`config.mk`:
```
export PLATFORM = sky130hd
export DESIGN_NAME = prefetch_pipe
export DESIGN_NICKNAME = d
export VERILOG_FILES = /design/src/rtl/prefetch_pipe_pkg.sv /design/src/rtl/prefetch_pipe_fifo.sv /design/src/rtl/prefetch_pipe.sv
export SDC_FILE = /design/constraint.sdc
export NUM_CORES = 1
export LEC_CHECK = 0
export ABC_AREA = 1
export BUFFER_PORTS_ARGS = -buffer_cell sky130_fd_sc_hd__buf_2
export CAP_MARGIN = 25
export CORE_UTILIZATION = 50
export CTS_CLUSTER_DIAMETER = 200
export CTS_CLUSTER_SIZE = 25
export DETAILED_ROUTE_END_ITERATION = 7
export PLACE_DENSITY = 0.74
export SLEW_MARGIN = 10
export SYNTH_ARGS = -nofsm -noshare
export SYNTH_HDL_FRONTEND = slang
export SYNTH_SLANG_ARGS = --single-unit
```
`constraint.sdc`:
```
create_clock -name i_clk -period 3.42 [get_ports i_clk]
set_clock_uncertainty 0.15 [all_clocks]
set_input_delay 0.171 -clock i_clk [delete_from_list [all_inputs] [get_ports i_clk]]
set_output_delay 0.171 -clock i_clk [all_outputs]
set_load 0.05 [all_outputs]
```
`src/rtl/prefetch_pipe_pkg.sv`:
```
// Shared widths, reset address and FIFO depth for the pipelined instruction prefetch.
// No logic or storage of its own.
// No handshake.
package prefetch_pipe_pkg;
  localparam int          AW_DEF            = 30;
  localparam int          DW_DEF            = 32;
  localparam int          LGDEPTH_DEF       = 2;
  localparam logic [31:0] RESET_ADDRESS_DEF = 32'h0;

  function automatic int depth_of(input int lgdepth);
    return 1 << lgdepth;
  endfunction
endpackage

```
`src/rtl/prefetch_pipe_fifo.sv`:
```
// In-order instruction buffer: each entry holds an illegal flag and a data word.
// One cycle from push to a visible head entry; flush empties it on the next edge.
// No internal backpressure: the caller keeps pushes within depth and pops only when non-empty.
module pf_fifo #(
  parameter int WIDTH   = 33,
  parameter int LGDEPTH = 2
) (
  input  logic               i_clk,
  input  logic               i_reset_n,
  input  logic               push_vld,
  input  logic [WIDTH-1:0]   push_dat,
  input  logic               pop_vld,
  input  logic               flush,
  output logic [WIDTH-1:0]   head_dat,
  output logic [LGDEPTH:0]   count,
  output logic               empty
);
  localparam int DEPTH = 1 << LGDEPTH;

  logic [WIDTH-1:0]   mem [DEPTH];
  logic [LGDEPTH-1:0] wr_ptr, rd_ptr;
  logic               do_pop;

  assign empty    = (count == '0);
  assign do_pop   = pop_vld & ~empty;
  assign head_dat = mem[rd_ptr];

  always_ff @(posedge i_clk or negedge i_reset_n) begin
    if (!i_reset_n) begin
      wr_ptr <= '0;
      rd_ptr <= '0;
      count  <= '0;
    end else if (flush) begin
      wr_ptr <= '0;
      rd_ptr <= '0;
      count  <= '0;
    end else begin
      if (push_vld) wr_ptr <= wr_ptr + LGDEPTH'(1);
      if (do_pop)   rd_ptr <= rd_ptr + LGDEPTH'(1);
      count <= count + (LGDEPTH+1)'(push_vld) - (LGDEPTH+1)'(do_pop);
    end
  end

  // Storage is deliberately left out of reset; only the pointers define validity.
  always_ff @(posedge i_clk) begin
    if (push_vld && !flush) mem[wr_ptr] <= push_dat;
  end
endmodule

```
`src/rtl/prefetch_pipe.sv`:
```
// Pipelined Wishbone instruction prefetch with up to DEPTH reads in flight and an in-order buffer.
// Branch to first strobe is two edges; with single-cycle acks the first word is valid four cycles after the branch.
// Stops strobing once buffered plus outstanding words reach DEPTH; CPU stalls simply hold the buffer head.
module prefetch_pipe
  import prefetch_pipe_pkg::*;
#(
  parameter int                       ADDRESS_WIDTH = AW_DEF,
  parameter int                       DATA_WIDTH    = DW_DEF,
  parameter int                       LGDEPTH       = LGDEPTH_DEF,
  parameter logic [ADDRESS_WIDTH+1:0] RESET_ADDRESS = (ADDRESS_WIDTH+2)'(RESET_ADDRESS_DEF)
) (
  input  logic                       i_clk,
  input  logic                       i_reset_n,
  input  logic                       i_new_pc,
  input  logic                       i_clear_cache,
  input  logic                       i_stalled_n,
  input  logic [ADDRESS_WIDTH+1:0]   i_pc,
  output logic [DATA_WIDTH-1:0]      o_insn,
  output logic [ADDRESS_WIDTH+1:0]   o_pc,
  output logic                       o_valid,
  output logic                       o_illegal,
  output logic                       o_wb_cyc,
  output logic                       o_wb_stb,
  output logic                       o_wb_we,
  output logic [ADDRESS_WIDTH-1:0]   o_wb_addr,
  output logic [DATA_WIDTH-1:0]      o_wb_data,
  input  logic                       i_wb_stall,
  input  logic                       i_wb_ack,
  input  logic                       i_wb_err,
  input  logic [DATA_WIDTH-1:0]      i_wb_data
);
  localparam int                       DEPTH   = depth_of(LGDEPTH);
  localparam int                       CW      = LGDEPTH + 1;
  localparam logic [ADDRESS_WIDTH+1:0] LSB_MSK = (ADDRESS_WIDTH+2)'(3);

  logic                     cyc, stb, halted;
  logic [CW-1:0]            pending, count;
  logic [ADDRESS_WIDTH-1:0] wb_addr;
  logic [ADDRESS_WIDTH+1:0] pc;
  logic                     fifo_empty;
  logic [DATA_WIDTH:0]      head_dat, push_dat;

  logic          flush, accept, ack_v, err_v, push, pop, stb_nx;
  logic [CW-1:0] pending_nx, count_nx;
  logic [CW:0]   load_nx;

  always_comb begin
    flush      = i_new_pc | i_clear_cache;
    accept     = stb & ~i_wb_stall;
    err_v      = cyc & i_wb_err;
    ack_v      = cyc & i_wb_ack & ~i_wb_err;
    push       = ~flush & (ack_v | err_v);
    pop        = ~flush & ~fifo_empty & i_stalled_n;
    push_dat   = err_v ? {1'b1, {DATA_WIDTH{1'b0}}} : {1'b0, i_wb_data};
    count_nx   = count + CW'(push) - CW'(pop);
    pending_nx = pending + CW'(accept) - CW'(ack_v);
    // Everything either buffered or still on the bus must fit in the FIFO.
    load_nx    = {1'b0, count_nx} + {1'b0, pending_nx};
    stb_nx     = ~halted & (load_nx < (CW+1)'(DEPTH));
  end

  always_ff @(posedge i_clk or negedge i_reset_n) begin
    if (!i_reset_n) begin
      cyc     <= 1'b0;
      stb     <= 1'b0;
      halted  <= 1'b0;
      pending <= '0;
      wb_addr <= RESET_ADDRESS[ADDRESS_WIDTH+1:2];
      pc      <= RESET_ADDRESS & ~LSB_MSK;
    end else if (i_new_pc) begin
      cyc     <= 1'b0;
      stb     <= 1'b0;
      halted  <= 1'b0;
      pending <= '0;
      wb_addr <= i_pc[ADDRESS_WIDTH+1:2];
      pc      <= i_pc & ~LSB_MSK;
    end else if (i_clear_cache || err_v) begin
      // Abort the bus cycle; outstanding replies are abandoned with it.
      cyc     <= 1'b0;
      stb     <= 1'b0;
      halted  <= 1'b1;
      pending <= '0;
      if (accept) wb_addr <= wb_addr + ADDRESS_WIDTH'(1);
      if (pop)    pc      <= pc + (ADDRESS_WIDTH+2)'(4);
    end else begin
      stb     <= stb_nx;
      cyc     <= stb_nx | (pending_nx != '0);
      pending <= pending_nx;
      if (accept) wb_addr <= wb_addr + ADDRESS_WIDTH'(1);
      if (pop)    pc      <= pc + (ADDRESS_WIDTH+2)'(4);
    end
  end

  pf_fifo #(
    .WIDTH   (DATA_WIDTH + 1),
    .LGDEPTH (LGDEPTH)
  ) u_fifo (
    .i_clk     (i_clk),
    .i_reset_n (i_reset_n),
    .push_vld  (push),
    .push_dat  (push_dat),
    .pop_vld   (pop),
    .flush     (flush),
    .head_dat  (head_dat),
    .count     (count),
    .empty     (fifo_empty)
  );

  ack_overflow: assert property (@(posedge i_clk) disable iff (!i_reset_n)
    !(ack_v && !flush && count == CW'(DEPTH)));

  assign o_wb_cyc  = cyc;
  assign o_wb_stb  = stb;
  assign o_wb_we   = 1'b0;
  assign o_wb_addr = wb_addr;
  assign o_wb_data = '0;
  assign o_pc      = pc;
  assign o_valid   = ~fifo_empty;
  assign o_illegal = ~fifo_empty & head_dat[DATA_WIDTH];
  assign o_insn    = head_dat[DATA_WIDTH-1:0];
endmodule

```
==> results of run 1 <==
[where the power goes]
part	total, mW	internal [mW]	leakage (nW)	switching [mW]
sequential	2.86	2.74	2.09	0.119
clock	1.53	0.724	0.177	0.801
combinational	1.02	0.271	3.20	0.746
total	5.40	3.73	5.47	1.67
[final timing paths]
path,start,endpoint,depth (start not counted)
max,o_wb_stb,o_wb_cyc,14
min reg2reg,u_fifo.wr_ptr[1],u_fifo.wr_ptr[1],1
max in group asynchronous,i_reset_n,o_pc[11],3
min in group i_clk,i_pc[2],o_wb_addr[0],4
min,i_reset_n,o_pc[22],2
max reg2reg,o_wb_stb,o_wb_cyc,14
[kinds of logic after synthesis]
family / Yosys count / share of synthesized area (%)
compound gates: 188 / 10.2
xor+xnor: 18 / 1.51
fa+ha+maj: 17 / 2.11
buf+inv: 211 / 9.28
flops: 205 / 55.5
other cells: 1 / 0.0359
simple gates: 523 / 21.4
[synthesized netlist by cell type, types with 9 or more instances]
cell type  instances
dfrtp_1           73
nor2_2             9
o21ai_0          101
clkbuf_1          22
nand2_1          226
nor2_1           189
nor3_1             9
edfxtp_1         132
ha_1              16
o22ai_1           32
inv_1            132
buf_4             37
nand3_1           62
xor2_1            15
a21oi_1           19
[registers in the layout, summed over array words and instances, names as in the netlist]
| register | cells |
|---|---|
| o_wb_addr | 30 |
| u_fifo.mem | 132 |
| u_fifo.rd_ptr | 2 |
| u_fifo.wr_ptr | 2 |
| o_wb_stb | 1 |
| halted | 1 |
| u_fifo.count | 3 |
| o_pc | 30 |
| o_wb_cyc | 1 |
| pending | 3 |
[repair_timing]
action / 4_1_cts / 5_1_grt
hold endpoints to repair: 271 / 0
hold buffers: 70 / 0
endpoints found under the setup margin: 0 / 0
resized for setup: 0 / 0
[layout make-up]
cell class | count | area, sq um | area share, %
sequential | 205 | 5790 | 46.3
multi-input combinational | 781 | 3830 | 30.6
clock buffer | 19 | 348 | 2.78
clock inverter | 1 | 20.0 | 0.160
inverter | 138 | 523 | 4.18
tap | 270 | 338 | 2.70
timing repair buffer | 250 | 1660 | 13.3
[per-layer routing]
layer	global-route usage, %	vias to the layer above	part of all wire [%]
li1	-	4214	-
met1	32.5	4103	42
met2	39.6	368	47
met3	4.09	64	7.6
met4	8.75	0	3.3
met5	0	-	0
[stage by stage]
step | setup WS [ns] | total power [mW] | hold WS (ns) | util (%) | std cells
after global placement | 0.483 | 3.83 | 0.239 | 56.1 | 1573
final | 0.404 | 5.40 | -0.0153 | 61.4 | 1664
after CTS | 0.390 | 5.42 | 0.272 | 61.3 | 1663
after global routing | 0.114 | 5.61 | 0.00341 | 61.4 | 1664
after floorplan | 0.263 | 3.61 | -0.275 | - | 1197
after detailed placement | 0.410 | 3.85 | 0.238 | 56.1 | 1573
==> impl_results.md, run 1 <==
* Status: finished, violations left
* Violated checks: negative hold slack
* Mapped Avg Cell Area at 8.98 sq um
* Skew-Pair Late Insertion Delay at 0.47 ns
* Post-CTS Setup Inserts at 0
* RSZ-0062 raised after global routing: false
* Vias in the first global route at 8,204
* Die H at 147 microns
* Final setup fails at 0
* Max Slew Vio Count at 0
* Drt wl/cell at 15.6 microns
* Cell Chain, Critical Path: inv_1 > nor2_1 > inv_1 > ha_1 > inv_1 > ha_1 > inv_1 > fa_1 > xnor2_1 > inv_1 > ha_1 > nor4_1 > o21ai_0 > a31oi_1
* CTS tree: built
* Clock sink total at 205
* I/O pin count at 203
* Setup CP Type: reg -> reg
* Setup slack, reg-to-reg at 0.40 ns
* Min-Delay Path Class: in -> async
* Die area at 21,500 sq um
* TritonRoute pass-1 iters at 5
* CP dominant cell by count: inv_1
* CP bufs+invs at 5
* Synthesis warning total at 0
* Via/cell ratio at 5.26
* Commonest non-fill, non-tap cell in the layout: nand2_1
* Slew margin rel. at 54.5%
* Synthesis-stage register bit count at 205
* Fin. Hold Viols at 20
* Nets@finish at 1,477
* Main synth FF type: edfxtp_1
* LEAKAGE at 5.47 nW
* Post-DP HPWL at 16,600 microns
* Initial antenna violation count at 0
* DRT Wirelength at 25,900 microns
* Ant. Diodes at 0
* Synth cell types at 45
* Actual slew at the worst max-slew pin at 0.682 ns
* Rows at 52
* Minimum clock period at 3.02 ns
* Setup TNS at 0 ns
* Synth area leader: edfxtp_1
* Worst setup SP type: register
* Most frequent cells in the layout: nand2_1, nor2_1, buf_2
* CP peak stage delay at 0.38 ns
* Worst vdd ir at 0.231 mV
* Asr flop ratio synth at 35.6%
* Vias at 8,749
* Power Density at 432 nW/um^2
* Clk slew on worst S/H paths at 0.11 ns
* Fmax at 332 MHz
* Data required, critical path at 3.66 ns
* Fillers at 1,673
* Core Region at 20,400 sq um
* Syn-to-layout area delta at 19.8%
* Layout cell share with drive strength beyond 1 at 16.9%
* Initial drt markers at 638
* Hold slack at -0.0153 ns
* GPL Wtd Cong at 0.889
* H-tree Lvls at 1
* Share of the synthesized area in the top cell type at 38.0%
* Top cells by area, synth: edfxtp_1, dfrtp_1, nand2_1
* Mapped cell area at 10,400 sq um
* Buffers on Ports at 165
* GRT Util Overall at 24.2%
* Drt drc at 0
* Fin crit share at 88.2%
* Starting Density at 51.3%
* Maxcap violations at 0
* Post-Layout Inst Area at 12,500 sq um
* Die Wd at 147 microns
* CTS buffer count at 12
* Sequential area share after synthesis at 55.5%
* Area of placed instances at 11,400 sq um
* Antenna viol nets, final at 0
* Critical path capture point type: register
* Cell family with most CP delay: adder cells
* Global-route wire length before repair at 41,300 microns
* Post-Synthesis Cells at 1,163
* Grt ovf at 0
* Clock Path Buffers at 3
* Number of synthesized flops with an enable pin at 132
* Crit Path Max Fanout at 4
* Root Buffer: clkbuf_16
* Crit path arrival time at 3.26 ns
* Largest net degree at the start of global routing at 74
* Slowest CP cell: fa_1
Power figures use the tool's default switching activity.
==> inputs of run 2 (changes only) <==
--- a/config.mk
+++ b/config.mk
@@ -12,7 +12,9 @@
 export CTS_CLUSTER_DIAMETER = 200
 export CTS_CLUSTER_SIZE = 25
 export DETAILED_ROUTE_END_ITERATION = 7
-export PLACE_DENSITY = 0.74
+export PLACE_DENSITY = 0.81
+export RECOVER_POWER = 25
+export SETUP_SLACK_MARGIN = 0.2
 export SLEW_MARGIN = 10
 export SYNTH_ARGS = -nofsm -noshare
 export SYNTH_HDL_FRONTEND = slang
==> run 2 against run 1 <==
The run ends with max-capacitance violations, max-slew violations left. Die area unchanged. Via count decreased by 0.50%. Combinational power about the same. Global-route usage increased by 0.29 points. Cell count unchanged. Setup slack got worse by 0.079 ns. Critical path depth decreased by 3. Largest power group unchanged.
==> impl_results.md, run 2 (synthesis gave the netlist of run 1 again) <==
* Status: finished, violations left
* Violated checks: max-capacitance violations, max-slew violations
* I/O pin count at 203
* Clock sink total at 205
* Starting Density at 51.3%
* Commonest non-fill, non-tap cell in the layout: nand2_1
* Final setup fails at 0
* Initial drt markers at 691
* Rows at 52
* Cell Chain, Critical Path: dlygate4sd3_1 > buf_2 > clkbuf_1 > inv_2 > buf_4 > nand2_8 > inv_2 > nand2_1 > nand2_1 > inv_1 > o21ai_0
* Vias at 8,705
* Antenna viol nets, final at 0
* Die H at 147 microns
* Clk slew on worst S/H paths at 0.11 ns
* Min-Delay Path Class: in -> reg
* Reg with most FFs: u_fifo.mem
* Post-DP HPWL at 16,800 microns
* RSZ-0062 raised after global routing: false
* Syn-to-layout area delta at 19.1%
* Grt ovf at 0
* Die Wd at 147 microns
* Max Slew Vio Count at 80
* Nets@finish at 1,477
* H-tree Lvls at 1
* Maxcap violations at 2
* Buffers on Ports at 165
* Layout cell share with drive strength beyond 1 at 13.6%
* Largest net degree at the start of global routing at 74
* Fin. Hold Viols at 0
* Via/cell ratio at 5.23
* Setup CP Type: in -> reg
* LEAKAGE at 5.31 nW
* Power Density at 431 nW/um^2
* Minimum clock period at 3.10 ns
* Worst setup SP type: input port
* Global-route wire length before repair at 41,800 microns
* Max reg flops at 132
* Slew margin rel. at -32.6%
* Most frequent cells in the layout: nand2_1, nor2_1, inv_1, edfxtp_1, buf_2
* Drt wl/cell at 15.8 microns
* Initial antenna violation count at 1
* DRT Wirelength at 26,400 microns
* CTS tree: built
* Top Metal Used: met4
* Worst vdd ir at 0.269 mV
* Actual slew at the worst max-slew pin at 1.99 ns
* CTS buffer count at 12
* Root Buffer: clkbuf_16
* Cell family with most CP delay: buffers and inverters
* Drt drc at 0
* CP bufs+invs at 7
* Critical path capture point type: register
* Fmax at 323 MHz
* Data required, critical path at 3.63 ns
* GPL Wtd Cong at 0.902
* Met2 WL post-DR at 12,400 microns
* Hold slack at 0.370 ns
* Crit Path Max Fanout at 42
* Clock Path Buffers at 3
* Die area at 21,500 sq um
* GRT Util Overall at 24.5%
* Fillers at 1,631
* Setup TNS at 0 ns
* CP peak stage delay at 1.37 ns
* Post-CTS Setup Inserts at 0
* Skew-Pair Late Insertion Delay at 0.48 ns
* WL met3 at 2070 microns
* Met1 WL at 10,900 microns
* TritonRoute pass-1 iters at 5
* Slowest CP cell: clkbuf_1
* Fin crit share at 90.5%
* Core Region at 20,400 sq um
* Crit path arrival time at 3.30 ns
* Vias in the first global route at 8,198
-- run 2: metal layers --
metal / global-route usage [%] / up-vias
met5: 0 / -
li1: - / 4211
met3: 3.97 / 73
met1: 32.5 / 4004
met2: 40.3 / 417
met4: 9.69 / 0
-- run 2: cell type report --
| class | count | area (sq um) | share of cell area [%] |
|---|---|---|---|
| flip-flops and latches | 205 | 5790 | 46.6 |
| multi-input cells | 781 | 3830 | 30.8 |
| repair buffers | 250 | 1590 | 12.8 |
| inverters | 138 | 523 | 4.21 |
| well taps | 270 | 338 | 2.72 |
| clock buffers | 17 | 319 | 2.57 |
| clock inverters | 2 | 36.3 | 0.292 |
| diodes | 1 | 2.50 | 0.0201 |
-- run 2: worst paths after layout --
kind	slack, ns	endpoint	from	cells past startpoint
max in group asynchronous	1.54	o_wb_stb	i_reset_n	4
worst max register to register	0.48	o_wb_cyc	o_wb_stb	14
min in group asynchronous	0.74	o_wb_addr[24]	i_reset_n	3
worst min-delay path	0.37	o_wb_addr[4]	i_pc[6]	4
worst min register to register	0.42	u_fifo.wr_ptr[1]	u_fifo.wr_ptr[1]	1
worst max-delay path	0.32	o_pc[22]	i_new_pc	11
-- run 2: worst min-delay path: cells and delay by family --
family	cells	cell delay, ns
AND/OR/NAND/NOR	1	0.07
AO/OA/AOI/OAI	1	0.09
buffers and inverters	2	0.61
-- run 2: through the flow --
stage	std cells	utilization [%]	power [mW]	setup WS (ns)	instance area (sq um)
2_1_floorplan	1197	-	3.61	0.263	10600
3_3_place_gp	1573	56.0	3.83	0.518	11400
3_5_place_dp	1573	56.0	3.84	0.401	11400
4_1_cts	1661	61.1	5.38	0.391	12500
5_1_grt	1664	61.0	5.58	0.109	12400
6_report	1664	61.0	5.36	0.325	12400
-- run 2: repair_timing --
item / 4_1_cts / 5_1_grt
endpoints found under the setup margin: 0 / 2
hold buffers: 69 / 1
gates resized for setup: 0 / 2
endpoints found under the hold margin: 269 / 13
-- run 2: where the power goes --
group / switching, mW / internal, mW
Clock: 0.818 / 0.681
Sequential: 0.120 / 2.74
Combinational: 0.749 / 0.255
